--- src/rtl/ps2_pkg.sv ---
// Shared PS/2 constants and the command sequencer state type.
package ps2_pkg;

    // Keyboard protocol bytes
    localparam logic [7:0] PS2_ACK          = 8'hFA;
    localparam logic [7:0] PS2_RESEND       = 8'hFE;
    localparam logic [7:0] PS2_BREAK        = 8'hF0;
    localparam logic [7:0] PS2_EXT          = 8'hE0;
    localparam logic [7:0] PS2_CMD_SET_LED  = 8'hED;

    // Make codes of the lock keys whose LEDs the host keeps in sync
    localparam logic [7:0] PS2_SC_CAPS      = 8'h58;
    localparam logic [7:0] PS2_SC_NUM       = 8'h77;
    localparam logic [7:0] PS2_SC_SCROLL    = 8'h7E;

    typedef enum logic [2:0] {
        ST_IDLE,
        ST_SEND_CMD,
        ST_WAIT_CMD,
        ST_SEND_ARG,
        ST_WAIT_ARG
    } state_t;

endpackage

--- src/rtl/ps2_cmd_timer.sv ---
// Response timeout timer: loadable down-counter that stops at zero.
// expire is high in the cycle whose decrement brings the count to zero,
// so a registered consumer flags the timeout exactly when the count reads 0.
module ps2_cmd_timer #(
    parameter int TIMEOUT_CYC = 2500000
) (
    input  logic clk,
    input  logic rst,
    input  logic load,
    output logic expire
);

    localparam int W = $clog2(TIMEOUT_CYC + 1);

    logic [W-1:0] count;

    // Load has priority; otherwise count down and hold at zero.
    always_ff @(posedge clk) begin
        if (rst) begin
            count <= '0;
        end else if (load) begin
            count <= W'(TIMEOUT_CYC);
        end else if (count != '0) begin
            count <= count - W'(1);
        end
    end

    assign expire = (count <= W'(1));

endmodule

--- src/rtl/ps2_cmd_ctrl.sv ---
// Host-to-keyboard command sequencer.
// Sends one- or two-byte commands, waits for ACK after each byte, resends
// on RESEND up to MAX_RETRY times, and times out if the keyboard is silent.
// Bytes not consumed as responses are forwarded to the scan-code decoder.
// Optional feature macro: PS2_CMD_LED_TRACK_EN (lock-key LED tracking with
// self-issued set-LED commands).
//
// state       | meaning
// ------------+-------------------------------------------------
// ST_IDLE     | ready for a command, all rx bytes forwarded
// ST_SEND_CMD | command byte handed to transmitter, await tx_done
// ST_WAIT_CMD | awaiting ACK/RESEND for command byte, timer running
// ST_SEND_ARG | argument byte handed to transmitter, await tx_done
// ST_WAIT_ARG | awaiting ACK/RESEND for argument byte, timer running
module ps2_cmd_ctrl
    import ps2_pkg::*;
#(
    parameter int TIMEOUT_CYC = 2500000,
    parameter int MAX_RETRY   = 3
) (
    input  logic       clk,
    input  logic       rst,
    input  logic       cmd_req,
    input  logic [7:0] cmd_byte,
    input  logic       cmd_has_arg,
    input  logic [7:0] cmd_arg,
    output logic       cmd_ready,
    output logic       cmd_done,
    output logic       cmd_err,
    output logic       tx_start,
    output logic [7:0] tx_data,
    input  logic       tx_done,
    input  logic       rx_valid,
    input  logic [7:0] rx_data,
    output logic       scan_valid,
    output logic [7:0] scan_data
);

    localparam int RW = $clog2(MAX_RETRY + 1);

    state_t        state;
    logic [RW-1:0] retry;
    logic [7:0]    lat_cmd;
    logic [7:0]    lat_arg;
    logic          lat_has_arg;

    logic tmr_load, tmr_expire;
    logic in_wait, rx_ack, rx_resend, consumed, fwd;
    logic retry_ok, go_arg, resend_ok, fin_done, fin_err;
    logic led_issue;
    logic [7:0] led_arg;

    assign in_wait   = (state == ST_WAIT_CMD) || (state == ST_WAIT_ARG);
    assign rx_ack    = rx_valid && (rx_data == PS2_ACK);
    assign rx_resend = rx_valid && (rx_data == PS2_RESEND);
    assign consumed  = in_wait && (rx_ack || rx_resend);
    assign fwd       = rx_valid && !consumed;
    assign retry_ok  = retry < RW'(MAX_RETRY);

    assign go_arg    = (state == ST_WAIT_CMD) && rx_ack && lat_has_arg;
    assign resend_ok = in_wait && rx_resend && retry_ok;
    assign fin_done  = in_wait && rx_ack && !go_arg;
    // Any received byte takes precedence over a simultaneous timeout.
    assign fin_err   = in_wait && ((rx_resend && !retry_ok) || (!rx_valid && tmr_expire));

    assign tmr_load  = ((state == ST_SEND_CMD) || (state == ST_SEND_ARG)) && tx_done;

    ps2_cmd_timer #(
        .TIMEOUT_CYC (TIMEOUT_CYC)
    ) u_timer (
        .clk    (clk),
        .rst    (rst),
        .load   (tmr_load),
        .expire (tmr_expire)
    );

    // Command sequencing FSM with registered handshake, tx and forwarding outputs.
    always_ff @(posedge clk) begin
        if (rst) begin
            state       <= ST_IDLE;
            retry       <= '0;
            lat_cmd     <= 8'h00;
            lat_arg     <= 8'h00;
            lat_has_arg <= 1'b0;
            cmd_ready   <= 1'b1;
            cmd_done    <= 1'b0;
            cmd_err     <= 1'b0;
            tx_start    <= 1'b0;
            tx_data     <= 8'h00;
            scan_valid  <= 1'b0;
            scan_data   <= 8'h00;
        end else begin
            cmd_done   <= 1'b0;
            cmd_err    <= 1'b0;
            tx_start   <= 1'b0;
            scan_valid <= fwd;
            if (fwd) begin
                scan_data <= rx_data;
            end

            case (state)
                ST_IDLE: begin
                    if (cmd_req) begin
                        lat_cmd     <= cmd_byte;
                        lat_arg     <= cmd_arg;
                        lat_has_arg <= cmd_has_arg;
                        retry       <= '0;
                        tx_start    <= 1'b1;
                        tx_data     <= cmd_byte;
                        cmd_ready   <= 1'b0;
                        state       <= ST_SEND_CMD;
                    end else if (led_issue) begin
                        lat_cmd     <= PS2_CMD_SET_LED;
                        lat_arg     <= led_arg;
                        lat_has_arg <= 1'b1;
                        retry       <= '0;
                        tx_start    <= 1'b1;
                        tx_data     <= PS2_CMD_SET_LED;
                        cmd_ready   <= 1'b0;
                        state       <= ST_SEND_CMD;
                    end
                end

                ST_SEND_CMD: begin
                    if (tx_done) begin
                        state <= ST_WAIT_CMD;
                    end
                end

                ST_SEND_ARG: begin
                    if (tx_done) begin
                        state <= ST_WAIT_ARG;
                    end
                end

                ST_WAIT_CMD, ST_WAIT_ARG: begin
                    if (go_arg) begin
                        retry    <= '0;
                        tx_start <= 1'b1;
                        tx_data  <= lat_arg;
                        state    <= ST_SEND_ARG;
                    end else if (resend_ok) begin
                        retry    <= retry + RW'(1);
                        tx_start <= 1'b1;
                        if (state == ST_WAIT_CMD) begin
                            tx_data <= lat_cmd;
                            state   <= ST_SEND_CMD;
                        end else begin
                            tx_data <= lat_arg;
                            state   <= ST_SEND_ARG;
                        end
                    end else if (fin_done) begin
                        cmd_done  <= 1'b1;
                        cmd_ready <= 1'b1;
                        state     <= ST_IDLE;
                    end else if (fin_err) begin
                        cmd_err   <= 1'b1;
                        cmd_ready <= 1'b1;
                        state     <= ST_IDLE;
                    end
                end

                default: begin
                    cmd_ready <= 1'b1;
                    state     <= ST_IDLE;
                end
            endcase
        end
    end

`ifdef PS2_CMD_LED_TRACK_EN
    logic [2:0] led_state;
    logic [2:0] led_hit;
    logic       led_toggle;
    logic       led_pending;
    logic       led_active;
    logic       led_retoggle;
    logic       brk_prev;

    // Decode a forwarded lock-key make code into its LED bit {caps, num, scroll}.
    always_comb begin
        led_hit = 3'b000;
        if (fwd && !brk_prev) begin
            led_hit[2] = (rx_data == PS2_SC_CAPS);
            led_hit[1] = (rx_data == PS2_SC_NUM);
            led_hit[0] = (rx_data == PS2_SC_SCROLL);
        end
    end

    assign led_toggle = |led_hit;
    assign led_issue  = (state == ST_IDLE) && !cmd_req && led_pending;
    assign led_arg    = {5'b00000, led_state};

    // LED shadow state and pending-update flag; a toggle that lands while a
    // set-LED command is in flight keeps the flag set so the new mask is sent.
    always_ff @(posedge clk) begin
        if (rst) begin
            led_state    <= 3'b000;
            led_pending  <= 1'b0;
            led_active   <= 1'b0;
            led_retoggle <= 1'b0;
            brk_prev     <= 1'b0;
        end else begin
            if (fwd) begin
                brk_prev <= (rx_data == PS2_BREAK);
            end
            if (led_toggle) begin
                led_state <= led_state ^ led_hit;
            end
            if (led_issue) begin
                led_active <= 1'b1;
            end
            if (led_active && (fin_done || fin_err)) begin
                led_active   <= 1'b0;
                led_pending  <= led_retoggle || led_toggle;
                led_retoggle <= 1'b0;
            end else if (led_toggle) begin
                led_pending <= 1'b1;
                if (led_active || led_issue) begin
                    led_retoggle <= 1'b1;
                end
            end
        end
    end
`else
    assign led_issue = 1'b0;
    assign led_arg   = 8'h00;
`endif

endmodule
--- config.mk ---
export PLATFORM = sky130hd
export DESIGN_NAME = ps2_cmd_ctrl
export DESIGN_NICKNAME = d
export VERILOG_FILES = /design/src/rtl/ps2_pkg.sv /design/src/rtl/ps2_cmd_timer.sv /design/src/rtl/ps2_cmd_ctrl.sv
export SDC_FILE = /design/constraint.sdc
export NUM_CORES = 1
export LEC_CHECK = 0
export BUFFER_PORTS_ARGS = -buffer_cell sky130_fd_sc_hd__buf_2
export CAP_MARGIN = 20
export CORE_UTILIZATION = 45
export CTS_CLUSTER_DIAMETER = 50
export DETAILED_ROUTE_END_ITERATION = 10
export PLACE_DENSITY = 0.68
export RECOVER_POWER = 100
export SLEW_MARGIN = 20
export SYNTH_ARGS = -nofsm -noshare
export SYNTH_HDL_FRONTEND = slang
export SYNTH_SLANG_ARGS = --single-unit
--- constraint.sdc ---
create_clock -name clk -period 1.8 [get_ports clk]
set_clock_uncertainty 0.05 [all_clocks]
set_input_delay 0.36 -clock clk [delete_from_list [all_inputs] [get_ports clk]]
set_output_delay 0.36 -clock clk [all_outputs]
set_load 0.01 [all_outputs]
Word-level counts from Yosys, hierarchy flattened
Index checks and enable logic that the tools add are counted.
{ "classes": {"order_cmp": 2, "n_addsub": 2, "n_reduce_logical": 35, "n_bitwise": 2, "muxes": 32, "eq_ne": 14} }
{ "op_table": {"columns": ["op", "count"], "rows": [
  ["$mux W22", 2],
  ["$mux W8", 4],
  ["$le A22 B1 Y1 const B", 1],
  ["$reduce_bool A22 Y1", 1],
  ["$sub A22 B1 Y22 const B", 1],
  ["$mux W3", 7],
  ["$eq A8 B8 Y1 const B", 2],
  ["$pmux W8 S2", 1],
  ["$logic_and A1 B1 Y1", 14],
  ["$pmux W3 S4", 1],
  ["$mux W1", 10],
  ["$ne A2 B2 Y1 const B", 5],
  ["$mux W2", 4],
  ["$eq A3 B2 Y1 const B", 2],
  ["$ne A3 B3 Y1 const B", 2],
  ["$reduce_or A2 Y1", 3],
  ["$ne A5 B5 Y1 const B", 1],
  ["$reduce_and A5 Y1", 1],
  ["$reduce_or A5 Y1", 1],
  ["$logic_not A1 Y1", 4],
  ["$logic_or A1 B1 Y1", 4],
  ["$pmux W2 S2", 1],
  ["$reduce_and A4 Y1", 1],
  ["$reduce_bool A2 Y1", 2],
  ["11 further kinds", 12]
]} }
{ "totals": {"ff_bits": 65, "out_inout_bits": 21, "elab_cells": 101, "inputBits": 30} }

Depth between registers and ports, before layout
{ "depth": {"word_depth": 10, "mapped_depth": 7, "ltp_nobuf": 7} }

By module
From an unflattened synthesis, not the netlist that was laid out.
{ "unflattened": {"cells_unflattened": 393, "hier_area_um2": 3274.4} }
{ "modules_own_cells": {"columns": ["module", "seq_area_each_um2", "cells_each", "area_each_um2", "n_inst"], "rows": [
  ["ps2_cmd_ctrl", 860.8, 232, 1945.6, 1],
  ["ps2_cmd_timer", 440.4, 161, 1328.8, 1]
]} }

Worst setup path before layout
OpenSTA, ideal clock, no wires.
{ "synth_path": {"path_type": "register to register", "startpoint": "reg u_timer.count[0]", "endpoint": "reg u_timer.count[9]", "period_less_slack_ns": 1.808, "path_stages_with_launch": 7, "path_slack_ns": -0.008, "t_arrival_ns": 1.688, "n_path_buf": 0, "path_cell_list": "dfxtp_1 inv_1 ha_1 nand3_1 o211ai_2 or4_2 a21oi_1"} }
{ "synth_via": {"elab_chain_cells": 1, "word_cells_on_any_way": 2, "cone_classes": "1 x add/sub; 1 x reduce/logical"} }
{ "synth_lines": {"columns": ["element", "line", "source"], "rows": [
  ["from (decl)", "ps2_cmd_timer.sv:15", "logic [W-1:0] count;"],
  ["from (signal assigned)", "ps2_cmd_timer.sv:22", "count <= W'(TIMEOUT_CYC);"],
  ["from (signal assigned)", "ps2_cmd_timer.sv:24", "count <= count - W'(1);"],
  ["$sub A22 B1 Y22 or $reduce_bool A22 Y1 (tied branches)", "ps2_cmd_timer.sv:24, ps2_cmd_timer.sv:23", null]
]} }
Several ways; a longest one is shown, not always the timed one.
A chain may end at the register's enable or synchronous reset.

Worst setup path in the final report
{ "layout_path": {"startpoint": "reg retry[0]", "endpoint": "reg state[1]"} }
{ "layout_via": {"elab_chain_cells": 7, "word_cells_on_any_way": 11, "cone_classes": "1 x order compare; 1 x eq/ne; 3 x mux; 6 x reduce/logical"} }
{ "layout_lines": {"columns": ["element", "line", "source"], "rows": [
  ["from (decl)", "ps2_cmd_ctrl.sv:42", "logic [RW-1:0] retry;"],
  ["from (signal assigned)", "ps2_cmd_ctrl.sv:143", "retry <= retry + RW'(1);"],
  ["$lt A2 B2 Y1 *", "ps2_cmd_ctrl.sv:58", "assign retry_ok = retry < RW'(MAX_RETRY);"],
  ["$logic_not A1 Y1", "ps2_cmd_ctrl.sv:64", "assign fin_err = in_wait && ((rx_resend && !retry_ok) || (!rx_valid && tmr_expire));"],
  ["$logic_and A1 B1 Y1", "ps2_cmd_ctrl.sv:64", null],
  ["$logic_or A1 B1 Y1", "ps2_cmd_ctrl.sv:64", null],
  ["$logic_and A1 B1 Y1", "ps2_cmd_ctrl.sv:64", null],
  ["$ne A5 B5 Y1 (no line)", null, null],
  ["$reduce_and A4 Y1 (no line)", null, null],
  ["to (signal assigned)", "ps2_cmd_ctrl.sv:80", "state <= ST_IDLE;"],
  ["to (signal assigned)", "ps2_cmd_ctrl.sv:111", "state <= ST_SEND_CMD;"],
  ["to (signal assigned)", "ps2_cmd_ctrl.sv:120", "state <= ST_SEND_CMD;"],
  ["to (decl)", "ps2_cmd_ctrl.sv:41", "state_t state;"]
]} }
Every way passes the cells marked *; elsewhere a longest branch is shown, timed or not.

==> reports/summary.txt <==
grt total ovfl: 0
num rows: 29
FF-to-FF End: state[1]
Worst VDD drop: 0.930 mV
Via density: 5.44
Setup Slack @ Placement: -0.0324 ns
status: finished clean
crit path to: state[1]
Finished Cell Area: 0.00423 mm^2
Clk pin slew, worst setup/hold paths: 0.07 ns
yosys warns: 0
share of cells above drive strength 1: 34.4%
diode count: 0
P_leak: 1.73 nW
GRT Util Overall: 21.2%
Crit path depth: 7
Yosys cell types: 55
Compound-Gate Fraction of Synth Area: 17.8%
Die Ht: 85.2 um
fin crit period: 1.80 ns
crit path capture type: register
mean post-synth cell area: 8.69 um^2
initial antenna violation count: 0
CTS root buffer: clkbuf_8
Largest stage delay, worst path: 0.33 ns
CTS tree: built
Die Width: 85.2 um
area of the multi-input gates: 0.00189 mm^2
dpl hpwl: 5.40 mm
Initial Utilization: 47.7%
largest net degree at the start of global routing: 37
Critical Path Start: retry[0]
global-route wire length before repair: 12.2 mm
PortBufs: 50
Synth async-reset ratio: 0%
Synth area leaders: dfxtp_1 42%, a21oi_1 6.9%, nand2_1 6.1%
via count: 2,965
CTS H-tree lvls: 3
Worst-Margin Slew: 0.401 ns
synth cell count leaders: 65 x dfxtp_1, 51 x nand2_1, 43 x a21oi_1, 41 x nor2_1, 18 x mux2i_1
final setup violation count: 0
Crit path arrival time: 2.01 ns
# DRC: 0
count leader, synth: dfxtp_1
Mapped Cells: 359
RSZ-0062 raised after global routing: true
fillcell total: 556
Synth Area in Adders: 1.20%
num ports: 51
CP required: 2.01 ns
CP top delay family: compound AO/OA/AOI/OAI gates
FF-to-FF Start: retry[0]
Hold-fix buffers, CTS: 0
sequential share of the synthesized area: 41.7%
post-layout net count: 497
Post-synth EDFFs: 0
Mapped Nets: 392
Netlist Area Pre-Place: 0.00312 mm^2
worst skew pair latency: 0.34 ns
crit path max-delay cell type: o32ai_2
Core Area: 0.00653 mm^2
Critical Path Start Type: register
Hold Crit Class: primary input to register
simple-gate share of the synthesized area: 25.8%
Yosys top cell by area: dfxtp_1
Reg2Reg Depth: 7
Setup Crit Path Kind: register to register
R2R setup slack: 0.001 ns
number of global-route vias before repair: 2,715
Sinks on Clock Net: 65
die area: 0.00727 mm^2
register area: 0.00131 mm^2
Placed Area: 0.00383 mm^2
worst-path fanout max: 2
Wirelength per Cell: 14.2 um
FF+latch count, synth: 65
mux cell area share after synthesis: 6.50%
Final Hold Viols: 0
Detail Route Antenna Nets: 0
count of pins over their slew limit: 0
gpl congestion: 0.842
CTS Buf Count: 9
Peak Freq: 556 MHz
max-cap viol count: 0
worst path cell trace: ha_2 > nand4b_1 > o32ai_2 > buf_4 > nand3_1 > a31o_2 > a211oi_2
main combinational cell family by area after synthesis: simple AND/OR/NAND/NOR gates
Synth Area in XOR/XNOR: 3.37%
CTS max path bufs: 2
WP buf/inv: 1
final period utilization: 99.9%
beginning of the worst hold path: cmd_arg[7]
cell area power density: 1910 mW/mm^2
PnR worst setup slack: 0.00134 ns
ys flop type: dfxtp_1
Slew HR: 73.3%
post-synth top area share: 41.7%
Iteration-0 DRC Markers: 164
area delta synth->final: 35.8%
TritonRoute pass-1 iters: 4
final WL: 7.75 mm
[area by class of cell]
| type | count | area share, % |
|---|---|---|
| Timing Repair Buffer | 113 | 16.7 |
| Clock buffer | 10 | 3.02 |
| Multi-Input combinational cell | 270 | 44.7 |
| Sequential cell | 65 | 30.9 |
| Inverter | 5 | 0.443 |
| Clock inverter | 5 | 1.92 |
| Tap cell | 77 | 2.28 |
[registers in the layout (all words and copies together) (netlist names)]
| register | flops |
|---|---|
| retry | 2 |
| tx_data | 8 |
| state | 3 |
| u_timer.count | 22 |
| tx_start | 1 |
| lat_arg | 8 |
| lat_cmd | 8 |
| scan_valid | 1 |
| cmd_done | 1 |
| lat_has_arg | 1 |
| cmd_err | 1 |
| cmd_ready | 1 |
| scan_data | 8 |
[kinds of logic (layout without fill, tap and decap cells)]
logic type	count (synthesis)	count (layout)
fa+ha+maj	3	3
buf+inv	24	133
mux	20	20
xor+xnor	12	12
simple gates	149	149
flops	65	65
compound gates	86	86
[metal layers]
metal	part of all wire, %	track usage (%)
met3	4.1	6.32
met5	0	0
met2	50	36.1
met4	1.4	6.32
met1	44	25.9
[worst register-to-register path, cell delays in order, from the launching register on]
cell,delay (ns)
dfxtp_2,0.32
ha_2,0.17
nand4b_1,0.19
o32ai_2,0.33
buf_4,0.16
nand3_1,0.07
a31o_2,0.22
a211oi_2,0.20
[layout by cell type (no fill, tap or decap), drive strengths merged, types with 3 or more instances in the layout]
cell type  count
nor2          42
a31oi          5
a21oi         43
a211o          8
nand2         51
nand4          4
nand2b         3
o211ai         4
inv            5
xnor2          7
dfxtp         65
nand4b         5
or3            5
buf           88
or4            5
clkbuf        35
nor3           3
nand3          7
mux2i         18
o21ai          8
o31ai          7
xor2           5
ha             3
or2            3
nor4           8
[where the power goes]
group          switching, mW  leakage [nW]  total [mW]  internal [mW]
Combinational           2.36          1.10        4.62           2.26
Sequential             0.314         0.536        2.15           1.83
Clock                  0.557         0.102        1.33          0.772
Total                   3.23          1.73        8.10           4.87
[worst min path at each step]
stage                       endpoint  depth (start not counted)
after floorplan           lat_cmd[0]                          2
after detailed placement  tx_data[6]                          2
after global placement    lat_cmd[2]                          2
final                     lat_arg[7]                          3
after CTS                 lat_arg[7]                          3
after global routing      lat_arg[7]                          3
[what timing repair did]
action,CTS,global route
setup endpoints to repair,8,39
pin swaps,4,23
buffers inserted,1,3
cloned,0,1
gates resized for setup,12,47
[through the flow]
step	util (%)	cells	power, mW	TNS, ns	hold WS, ns
after global placement	58.7	525	5.96	0	0.391
after CTS	62.7	541	7.57	-0.0155	0.190
after floorplan	-	359	4.52	0	0.386
after detailed placement	58.7	525	6.02	-0.279	0.394
final	64.8	545	8.10	0	0.198
after global routing	64.8	545	8.62	-1.22	0.202
Power figures use the tool's default switching activity.
